===== src/rtl/check_ram_search_ctrl_if.sv =====
// Lookup/config/response channels between a TLB miss handler and the
// check RAM search controller.
//   req_*  : one translation lookup (valid/ready, address, access type)
//   cfg_*  : configuration write into the check RAM (valid/ready, addr, data)
//   resp_* : single hit/miss response (valid/ready plus latched hit info)
// The master modport is the requester side, slave is the controller side.
interface check_ram_search_ctrl_if #(
    parameter int ADDR_WIDTH     = 32,
    parameter int RAM_DATA_WIDTH = 32,
    parameter int RAM_AW         = 10
);
    logic                      req_valid_i;
    logic                      req_ready_o;
    logic [ADDR_WIDTH-1:0]     req_addr_i;
    logic                      req_rw_i;

    logic                      cfg_valid_i;
    logic                      cfg_ready_o;
    logic [RAM_AW-1:0]         cfg_addr_i;
    logic [RAM_DATA_WIDTH-1:0] cfg_wdata_i;

    logic                      resp_valid_o;
    logic                      resp_ready_i;
    logic                      resp_hit_o;
    logic [RAM_AW-1:0]         resp_hit_addr_o;
    logic                      resp_master_o;
    logic                      resp_multi_o;
    logic                      resp_prot_o;

    modport master (
        output req_valid_i, req_addr_i, req_rw_i,
        input  req_ready_o,
        output cfg_valid_i, cfg_addr_i, cfg_wdata_i,
        input  cfg_ready_o,
        input  resp_valid_o, resp_hit_o, resp_hit_addr_o,
               resp_master_o, resp_multi_o, resp_prot_o,
        output resp_ready_i
    );

    modport slave (
        input  req_valid_i, req_addr_i, req_rw_i,
        output req_ready_o,
        input  cfg_valid_i, cfg_addr_i, cfg_wdata_i,
        output cfg_ready_o,
        output resp_valid_o, resp_hit_o, resp_hit_addr_o,
               resp_master_o, resp_multi_o, resp_prot_o,
        input  resp_ready_i
    );
endinterface


===== src/rtl/check_ram_search_ctrl.sv =====
// Search sequencer for one dual-port check RAM slice of the L2 TLB.
// Accepts one lookup at a time, sweeps every offset of the addressed set on
// both RAM ports (port 0 = {0,set,off}, port 1 = {1,set,off}), watches the
// RAM hit result one cycle later and returns one hit/miss response.
// Config writes go to the RAM through port 0, only while idle.
// Ports:
//   clk_i, rst_i          clock, synchronous active-high reset
//   bus (slave)           req_* / cfg_* / resp_* channels
//   in_addr_o, rw_type_o  latched lookup address / access type to the RAM
//   ram_we_o, port0_addr_o, port1_addr_o, ram_wdata_o   RAM control
//   output_valid_o        RAM read data of the previous issue is valid
//   offset_addr_d_o       offset issued in the previous cycle
//   output_sent_o         response handshake pulse (releases RAM hit state)
//   hit_i, hit_addr_i, master_i, multi_hit_i, prot_i    RAM hit result
module check_ram_search_ctrl #(
    parameter int ADDR_WIDTH     = 32,
    parameter int RAM_DATA_WIDTH = 32,
    parameter int PAGE_SIZE      = 4096,
    parameter int SET_WIDTH      = 5,
    parameter int OFFSET_WIDTH   = 4
) (
    input  logic                                 clk_i,
    input  logic                                 rst_i,
    check_ram_search_ctrl_if.slave               bus,
    output logic [ADDR_WIDTH-1:0]                in_addr_o,
    output logic                                 rw_type_o,
    output logic                                 ram_we_o,
    output logic [SET_WIDTH+OFFSET_WIDTH:0]      port0_addr_o,
    output logic [SET_WIDTH+OFFSET_WIDTH:0]      port1_addr_o,
    output logic [RAM_DATA_WIDTH-1:0]            ram_wdata_o,
    output logic                                 output_valid_o,
    output logic [OFFSET_WIDTH-1:0]              offset_addr_d_o,
    output logic                                 output_sent_o,
    input  logic                                 hit_i,
    input  logic [SET_WIDTH+OFFSET_WIDTH:0]      hit_addr_i,
    input  logic                                 master_i,
    input  logic                                 multi_hit_i,
    input  logic                                 prot_i
);
    localparam int IGNORE_LSB = $clog2(PAGE_SIZE);
    localparam int RAM_AW     = SET_WIDTH + OFFSET_WIDTH + 1;

    typedef enum logic [1:0] {S_IDLE, S_SEARCH, S_DRAIN, S_RESP} state_t;

    state_t                  state_q;
    logic [OFFSET_WIDTH-1:0] off_q;
    logic                    issue_q;     // drives output_valid_o
    logic [OFFSET_WIDTH-1:0] off_d_q;
    logic                    resp_hit_q;
    logic [RAM_AW-1:0]       resp_addr_q;
    logic                    resp_master_q;
    logic                    resp_multi_q;
    logic                    resp_prot_q;

    logic [SET_WIDTH-1:0]    set_idx;
    logic                    is_idle;
    logic                    searching;
    logic                    hit_now;
    logic                    accept;

    assign set_idx   = in_addr_o[IGNORE_LSB +: SET_WIDTH];
    assign is_idle   = (state_q == S_IDLE);
    assign searching = (state_q == S_SEARCH);
    // hit_i is only meaningful for a cycle that carries valid read data
    assign hit_now   = issue_q & hit_i;

    // Config writes win over a lookup presented in the same idle cycle.
    assign bus.cfg_ready_o = is_idle;
    assign bus.req_ready_o = is_idle & ~bus.cfg_valid_i;
    assign ram_we_o        = is_idle & bus.cfg_valid_i;
    assign accept          = bus.req_valid_i & bus.req_ready_o;

    // Addresses are only driven while writing or sweeping; otherwise zero.
    assign port0_addr_o = ram_we_o  ? bus.cfg_addr_i :
                          searching ? {1'b0, set_idx, off_q} : '0;
    assign port1_addr_o = searching ? {1'b1, set_idx, off_q} : '0;
    assign ram_wdata_o  = ram_we_o  ? bus.cfg_wdata_i : '0;

    assign output_valid_o  = issue_q;
    assign offset_addr_d_o = off_d_q;

    assign bus.resp_valid_o    = (state_q == S_RESP);
    assign bus.resp_hit_o      = resp_hit_q;
    assign bus.resp_hit_addr_o = resp_addr_q;
    assign bus.resp_master_o   = resp_master_q;
    assign bus.resp_multi_o    = resp_multi_q;
    assign bus.resp_prot_o     = resp_prot_q;
    assign output_sent_o       = bus.resp_valid_o & bus.resp_ready_i;

    always_ff @(posedge clk_i) begin
        if (rst_i) begin
            state_q       <= S_IDLE;
            off_q         <= '0;
            issue_q       <= 1'b0;
            off_d_q       <= '0;
            in_addr_o     <= '0;
            rw_type_o     <= 1'b0;
            resp_hit_q    <= 1'b0;
            resp_addr_q   <= '0;
            resp_master_q <= 1'b0;
            resp_multi_q  <= 1'b0;
            resp_prot_q   <= 1'b0;
        end else begin
            case (state_q)
                S_IDLE: begin
                    issue_q <= 1'b0;
                    if (accept) begin
                        in_addr_o <= bus.req_addr_i;
                        rw_type_o <= bus.req_rw_i;
                        off_q     <= '0;
                        state_q   <= S_SEARCH;
                    end
                end
                S_SEARCH: begin
                    off_d_q <= off_q;
                    if (hit_now) begin
                        // The offset on the ports this cycle is thrown away.
                        issue_q       <= 1'b0;
                        resp_hit_q    <= 1'b1;
                        resp_addr_q   <= hit_addr_i;
                        resp_master_q <= master_i;
                        resp_multi_q  <= multi_hit_i;
                        resp_prot_q   <= prot_i;
                        state_q       <= S_RESP;
                    end else begin
                        issue_q <= 1'b1;
                        // Hold at the last offset; the sweep never wraps.
                        if (off_q == '1) state_q <= S_DRAIN;
                        else             off_q   <= off_q + 1'b1;
                    end
                end
                S_DRAIN: begin
                    // Last offset's data is on hit_i now; decide and respond.
                    issue_q       <= 1'b0;
                    resp_hit_q    <= hit_now;
                    resp_addr_q   <= hit_now ? hit_addr_i : '0;
                    resp_master_q <= hit_now & master_i;
                    resp_multi_q  <= hit_now & multi_hit_i;
                    resp_prot_q   <= hit_now & prot_i;
                    state_q       <= S_RESP;
                end
                S_RESP: begin
                    issue_q <= 1'b0;
                    if (bus.resp_ready_i) begin
                        resp_hit_q    <= 1'b0;
                        resp_addr_q   <= '0;
                        resp_master_q <= 1'b0;
                        resp_multi_q  <= 1'b0;
                        resp_prot_q   <= 1'b0;
                        state_q       <= S_IDLE;
                    end
                end
                default: state_q <= S_IDLE;
            endcase
        end
    end
endmodule


===== src/flat_wrapper.sv =====
// flat-port wrapper written by rule: the top's interface ports become plain ports
module check_ram_search_ctrl_flat 
#(
    parameter int ADDR_WIDTH     = 32,
    parameter int RAM_DATA_WIDTH = 32,
    parameter int PAGE_SIZE      = 4096,
    parameter int SET_WIDTH      = 5,
    parameter int OFFSET_WIDTH   = 4
)
  (clk_i, rst_i, in_addr_o, rw_type_o, ram_we_o, port0_addr_o, port1_addr_o, ram_wdata_o, output_valid_o, offset_addr_d_o, output_sent_o, hit_i, hit_addr_i, master_i, multi_hit_i, prot_i, bus_req_valid_i, bus_req_addr_i, bus_req_rw_i, bus_req_ready_o, bus_cfg_valid_i, bus_cfg_addr_i, bus_cfg_wdata_i, bus_cfg_ready_o, bus_resp_valid_o, bus_resp_hit_o, bus_resp_hit_addr_o, bus_resp_master_o, bus_resp_multi_o, bus_resp_prot_o, bus_resp_ready_i);
  check_ram_search_ctrl_if #(.ADDR_WIDTH(ADDR_WIDTH), .RAM_DATA_WIDTH(RAM_DATA_WIDTH), .RAM_AW((10))) bus_i ();
  input  logic clk_i;
  input  logic rst_i;
  output logic [ADDR_WIDTH-1:0] in_addr_o;
  output logic rw_type_o;
  output logic ram_we_o;
  output logic [SET_WIDTH+OFFSET_WIDTH:0] port0_addr_o;
  output logic [SET_WIDTH+OFFSET_WIDTH:0] port1_addr_o;
  output logic [RAM_DATA_WIDTH-1:0] ram_wdata_o;
  output logic output_valid_o;
  output logic [OFFSET_WIDTH-1:0] offset_addr_d_o;
  output logic output_sent_o;
  input  logic hit_i;
  input  logic [SET_WIDTH+OFFSET_WIDTH:0] hit_addr_i;
  input  logic master_i;
  input  logic multi_hit_i;
  input  logic prot_i;
  input wire logic [$bits(bus_i.req_valid_i)-1:0] bus_req_valid_i;
  input wire logic [$bits(bus_i.req_addr_i)-1:0] bus_req_addr_i;
  input wire logic [$bits(bus_i.req_rw_i)-1:0] bus_req_rw_i;
  output wire logic [$bits(bus_i.req_ready_o)-1:0] bus_req_ready_o;
  input wire logic [$bits(bus_i.cfg_valid_i)-1:0] bus_cfg_valid_i;
  input wire logic [$bits(bus_i.cfg_addr_i)-1:0] bus_cfg_addr_i;
  input wire logic [$bits(bus_i.cfg_wdata_i)-1:0] bus_cfg_wdata_i;
  output wire logic [$bits(bus_i.cfg_ready_o)-1:0] bus_cfg_ready_o;
  output wire logic [$bits(bus_i.resp_valid_o)-1:0] bus_resp_valid_o;
  output wire logic [$bits(bus_i.resp_hit_o)-1:0] bus_resp_hit_o;
  output wire logic [$bits(bus_i.resp_hit_addr_o)-1:0] bus_resp_hit_addr_o;
  output wire logic [$bits(bus_i.resp_master_o)-1:0] bus_resp_master_o;
  output wire logic [$bits(bus_i.resp_multi_o)-1:0] bus_resp_multi_o;
  output wire logic [$bits(bus_i.resp_prot_o)-1:0] bus_resp_prot_o;
  input wire logic [$bits(bus_i.resp_ready_i)-1:0] bus_resp_ready_i;
  assign bus_i.req_valid_i = bus_req_valid_i;
  assign bus_i.req_addr_i = bus_req_addr_i;
  assign bus_i.req_rw_i = bus_req_rw_i;
  assign bus_req_ready_o = bus_i.req_ready_o;
  assign bus_i.cfg_valid_i = bus_cfg_valid_i;
  assign bus_i.cfg_addr_i = bus_cfg_addr_i;
  assign bus_i.cfg_wdata_i = bus_cfg_wdata_i;
  assign bus_cfg_ready_o = bus_i.cfg_ready_o;
  assign bus_resp_valid_o = bus_i.resp_valid_o;
  assign bus_resp_hit_o = bus_i.resp_hit_o;
  assign bus_resp_hit_addr_o = bus_i.resp_hit_addr_o;
  assign bus_resp_master_o = bus_i.resp_master_o;
  assign bus_resp_multi_o = bus_i.resp_multi_o;
  assign bus_resp_prot_o = bus_i.resp_prot_o;
  assign bus_i.resp_ready_i = bus_resp_ready_i;
  check_ram_search_ctrl #(.ADDR_WIDTH(ADDR_WIDTH), .RAM_DATA_WIDTH(RAM_DATA_WIDTH), .PAGE_SIZE(PAGE_SIZE), .SET_WIDTH(SET_WIDTH), .OFFSET_WIDTH(OFFSET_WIDTH)) u_core (.clk_i(clk_i), .rst_i(rst_i), .bus(bus_i), .in_addr_o(in_addr_o), .rw_type_o(rw_type_o), .ram_we_o(ram_we_o), .port0_addr_o(port0_addr_o), .port1_addr_o(port1_addr_o), .ram_wdata_o(ram_wdata_o), .output_valid_o(output_valid_o), .offset_addr_d_o(offset_addr_d_o), .output_sent_o(output_sent_o), .hit_i(hit_i), .hit_addr_i(hit_addr_i), .master_i(master_i), .multi_hit_i(multi_hit_i), .prot_i(prot_i));
endmodule

===== config.mk =====
export PLATFORM = sky130hd
export DESIGN_NAME = check_ram_search_ctrl_flat
export DESIGN_NICKNAME = d
export VERILOG_FILES = /design/src/rtl/check_ram_search_ctrl_if.sv /design/src/rtl/check_ram_search_ctrl.sv /design/src/flat_wrapper.sv
export SDC_FILE = /design/constraint.sdc
export NUM_CORES = 1
export LEC_CHECK = 0
export BUFFER_PORTS_ARGS = -buffer_cell sky130_fd_sc_hd__buf_2
export CORE_ASPECT_RATIO = 1.75
export CORE_MARGIN = 1.5
export CORE_UTILIZATION = 36
export CTS_BUF_LIST = sky130_fd_sc_hd__clkbuf_4 sky130_fd_sc_hd__clkbuf_8 sky130_fd_sc_hd__clkbuf_16
export CTS_CLUSTER_SIZE = 25
export DETAILED_ROUTE_END_ITERATION = 12
export PLACE_DENSITY_LB_ADDON = 0.3
export SETUP_SLACK_MARGIN = 0.05
export SYNTH_ARGS = -nofsm -noshare
export SYNTH_HDL_FRONTEND = slang
export SYNTH_SLANG_ARGS = --single-unit

===== constraint.sdc =====
create_clock -name clk_i -period 1.8 [get_ports clk_i]
set_input_delay 0.36 -clock clk_i [delete_from_list [all_inputs] [get_ports clk_i]]
set_output_delay 0.36 -clock clk_i [all_outputs]
set_load 0.03 [all_outputs]

==> impl_results.md <==
- Outcome: finished, violations left
- Failing checks: negative setup slack
- Initial DRC Count: 190
- Syn avg cell area: just under 8 um^2
- Crit path from: u_core.state_q[1]$_SDFFE_PP0P_
- Total iterations of the first detailed-routing run: 4
- Die H: 117.0 um
- Final nets: between 600 and 700
- Worst Hold Class: primary input to register
- Final core occ: between 60% and 70%
- Post-DP HPWL: 6388 um
- Min-delay src: bus_req_rw_i
- Final ANT Viol Nets: 0
- Placed insts: between 600 and 700
- Drt wl/cell: around 15 um
- Final Total Pwr: 7770 uW
- Reg2reg setup slack: -0.01 ns
- Startpoint types: register
- Clock Latency Late Sink: 0.31 ns
- Overall Global Routing Usage: about 22%
- Critical path arrival: roughly 1.6 ns
- Setup violators final: 44
- Post-place setup slack: 0.05342 ns
- Global route overflow: 0
- Min cycle time layout: between 1.5 and 2 ns
- Max Clk Rate: roughly 0.51 GHz
- Die width: just under 70 um
- Sequential power share: around 22%
- DRC violations left: 0
- Buffer depth of the longest clock path: 2
- Final period util: 108.1%
- Root Buffer: clkbuf_16
- Max cap viols: 0
- Fin cells: around 650
- Layout Area Growth over Synthesis: 86.90%
- Slew HR: between 60 and 70%
- Fin. Hold Viols: 0
- CP max FO: 8
- Port bufs: roughly 200
- Initial Util: roughly 37%
- Internal: about 4600 uW
- Final WS setup: -0.1463 ns
- Synthesized area: 2675 um^2
- CTS clk-pin slew, worst paths: ~0.050 ns
- Layout cells sized above 1: between 50 and 60%
- Fill cells: 577
- Lkg Pwr: 0.002446 uW
- Core Area: 7182 um^2
- FF+latch count, synth: between 50 and 60
- Layout Skew: about 0.006 ns
- Vias in the first global route: 2850
- Power per cell area: ~1600 nW/um^2
- Hold Buf Count CTS: 0
- Ports: 203
- P_sw: 3133 uW
- Critical path class: register to primary output
- CTS sink count: just under 60
- Routed via count: 3244
- Row cnt: between 40 and 50
- Final hold slack: 0.2799 ns
- Maximum vdd ir drop: between 1 and 1.5 mV
- Max-slew violation count: 0
- Final WL: around 10000 um
- Critical Path Sink Type: primary output
- Worst EP required: roughly 1.4 ns
- Routability cong.: 0.8542
- Die area: ~8000 um^2
- Yosys Warn Count: 0
- CTS H-tree depth: 3
- Cell variety after synth: 34
- ANT cells: 0
- Worst Max-Slew Pin Slew: around 0.52 ns
- RSZ-0062 raised after global routing: yes
- Via/cell ratio: around 5
- Clock power frac: approximately 22%
- Mapped Cells: between 300 and 400
- Post-synthesis net count: roughly 450
- Inserted Clock Buffers: 9
- Reg-to-reg startpoint: u_core.state_q[1]$_SDFFE_PP0P_
- Initial antenna violation count: 0
- Sequential fraction of the synthesis area: roughly 43%
- CTS tree: built
- Largest net degree at the start of global routing: 36
- Switching Fraction: a little over 40%
- Gate power share: ~56%
- First-pass GRT wire length: roughly 13000 um
synthesized netlist by cell type, drive strengths merged:
master | instances | area (um^2)
o21ai | 7 | 35.03
xnor2 | 1 | 8.760
a21boi | 1 | 18.77
nor4b | 1 | 8.760
a21oi | 55 | 275.3
o2bb2ai | 1 | 8.760
a2111oi | 1 | 10.01
mux2i | 1 | 10.01
clkbuf | 19 | 71.32
a311oi | 1 | 8.760
buf | 10 | 51.30
nand2 | 91 | 341.6
dfxtp | 58 | 1161
nor2b | 3 | 21.27
nor3 | 2 | 15.01
a221oi | 1 | 15.01
inv | 6 | 22.52
nor2 | 5 | 18.77
a211oi | 2 | 15.01
or3 | 1 | 6.260
ha | 6 | 75.07
a2bb2oi | 1 | 15.01
and3 | 33 | 206.5
mux2 | 5 | 56.30
nand4b | 1 | 8.760
and2 | 9 | 56.30
or4b | 1 | 10.01
nand3 | 17 | 85.08
nand2b | 5 | 38.78
critical path, stage by stage (launching register included):
cell	delay, ns
dfxtp_2	0.35
inv_4	0.06
ha_4	0.17
buf_12	0.14
and2_4	0.13
mux2_4	0.27
buf_6	0.14
timing repair:
| item | in CTS | in global routing |
|---|---|---|
| resized for setup | 63 | 139 |
| endpoints found under the setup margin | 65 | 59 |
| setup buffers | 8 | 7 |
| gates cloned | 2 | 4 |
| pin swaps | 11 | 13 |
per-layer routing:
metal | vias to the layer above | share of wire (%) | track usage, %
met4 | 0 | 1.5 | 8.667
met2 | 109 | 56 | 38.32
met3 | 14 | 4.5 | 4.111
li1 | 1598 | - | -
met5 | - | 0 | 0
met1 | 1523 | 38 | 26.33
flip-flops by register name (all words and copies together), names as in the netlist:
register and count:
u_core.rw_type_o 1, u_core.bus.resp_hit_addr_o 10, u_core.bus.resp_hit_o 1, u_core.bus.resp_prot_o 1, u_core.off_q 4, u_core.output_valid_o 1
u_core.bus.resp_master_o 1, u_core.bus.resp_multi_o 1, u_core.state_q 2, u_core.offset_addr_d_o 4, u_core.in_addr_o 32
path summary, 6_finish.rpt:
kind | end | depth (start not counted)
worst max-delay path | port0_addr_o[5] | 6
worst max register to register | u_core.off_q[0]$_SDFFE_PP0P_ | 7
worst min register to register | u_core.in_addr_o[20]$_SDFFE_PP0P_ | 2
worst min-delay path | u_core.rw_type_o$_SDFFE_PP0P_ | 3
layout by cell type, fill, tap and decap left out, types with 6 or more instances in the layout:
cell | netlist | final
buf_12 | 0 | 6
buf_2 | 8 | 151
nand2_1 | 91 | 84
buf_4 | 1 | 14
and3_2 | 0 | 25
buf_6 | 0 | 56
dfxtp_1 | 58 | 54
nand3_1 | 17 | 17
a21oi_1 | 55 | 54
and2_4 | 0 | 7
clkbuf_16 | 0 | 11
logic make-up after synthesis:
group                    Yosys count  synth area share [%]
buffers and inverters             35                 5.426
AND/OR/NAND/NOR                  169                 30.54
multiplexers                       6                 2.479
flip-flops                        58                 43.40
AO/OA/AOI/OAI                     70                 15.01
XOR/XNOR                           1                0.3275
adder cells (fa/ha/maj)            6                 2.806
layout make-up:
type / instances / area (um^2) / area share, %
Clock buffer: 12 / 254.0 / 5.080
Clock inverter: 4 / 51.30 / 1.026
Inverter: 6 / 27.53 / 0.5506
Multi-Input combinational cell: 253 / 1672 / 33.43
Sequential cell: 58 / 1169 / 23.37
Tap cell: 86 / 107.6 / 2.152
Timing Repair Buffer: 233 / 1719 / 34.38
power by group through the flow:
stage               clock network (uW)  registers [uW]  logic, uW
floorplan                            0            2090       1880
global placement                     0            1690       3050
detailed placement                   0            1700       3110
CTS                               1730            1700       3540
global route                      1780            1750       4630
finish                            1700            1720       4360
per-stage QoR:
step           instance area (um^2)  TNS [ns]
5_1_grt                        5000    -5.654
4_1_cts                        4511    -4.733
6_report                       5000    -3.472
3_3_place_gp                   3902         0
3_5_place_dp                   3902         0
2_1_floorplan                  2800         0
Note: power is estimated with default switching activity, not from simulation.
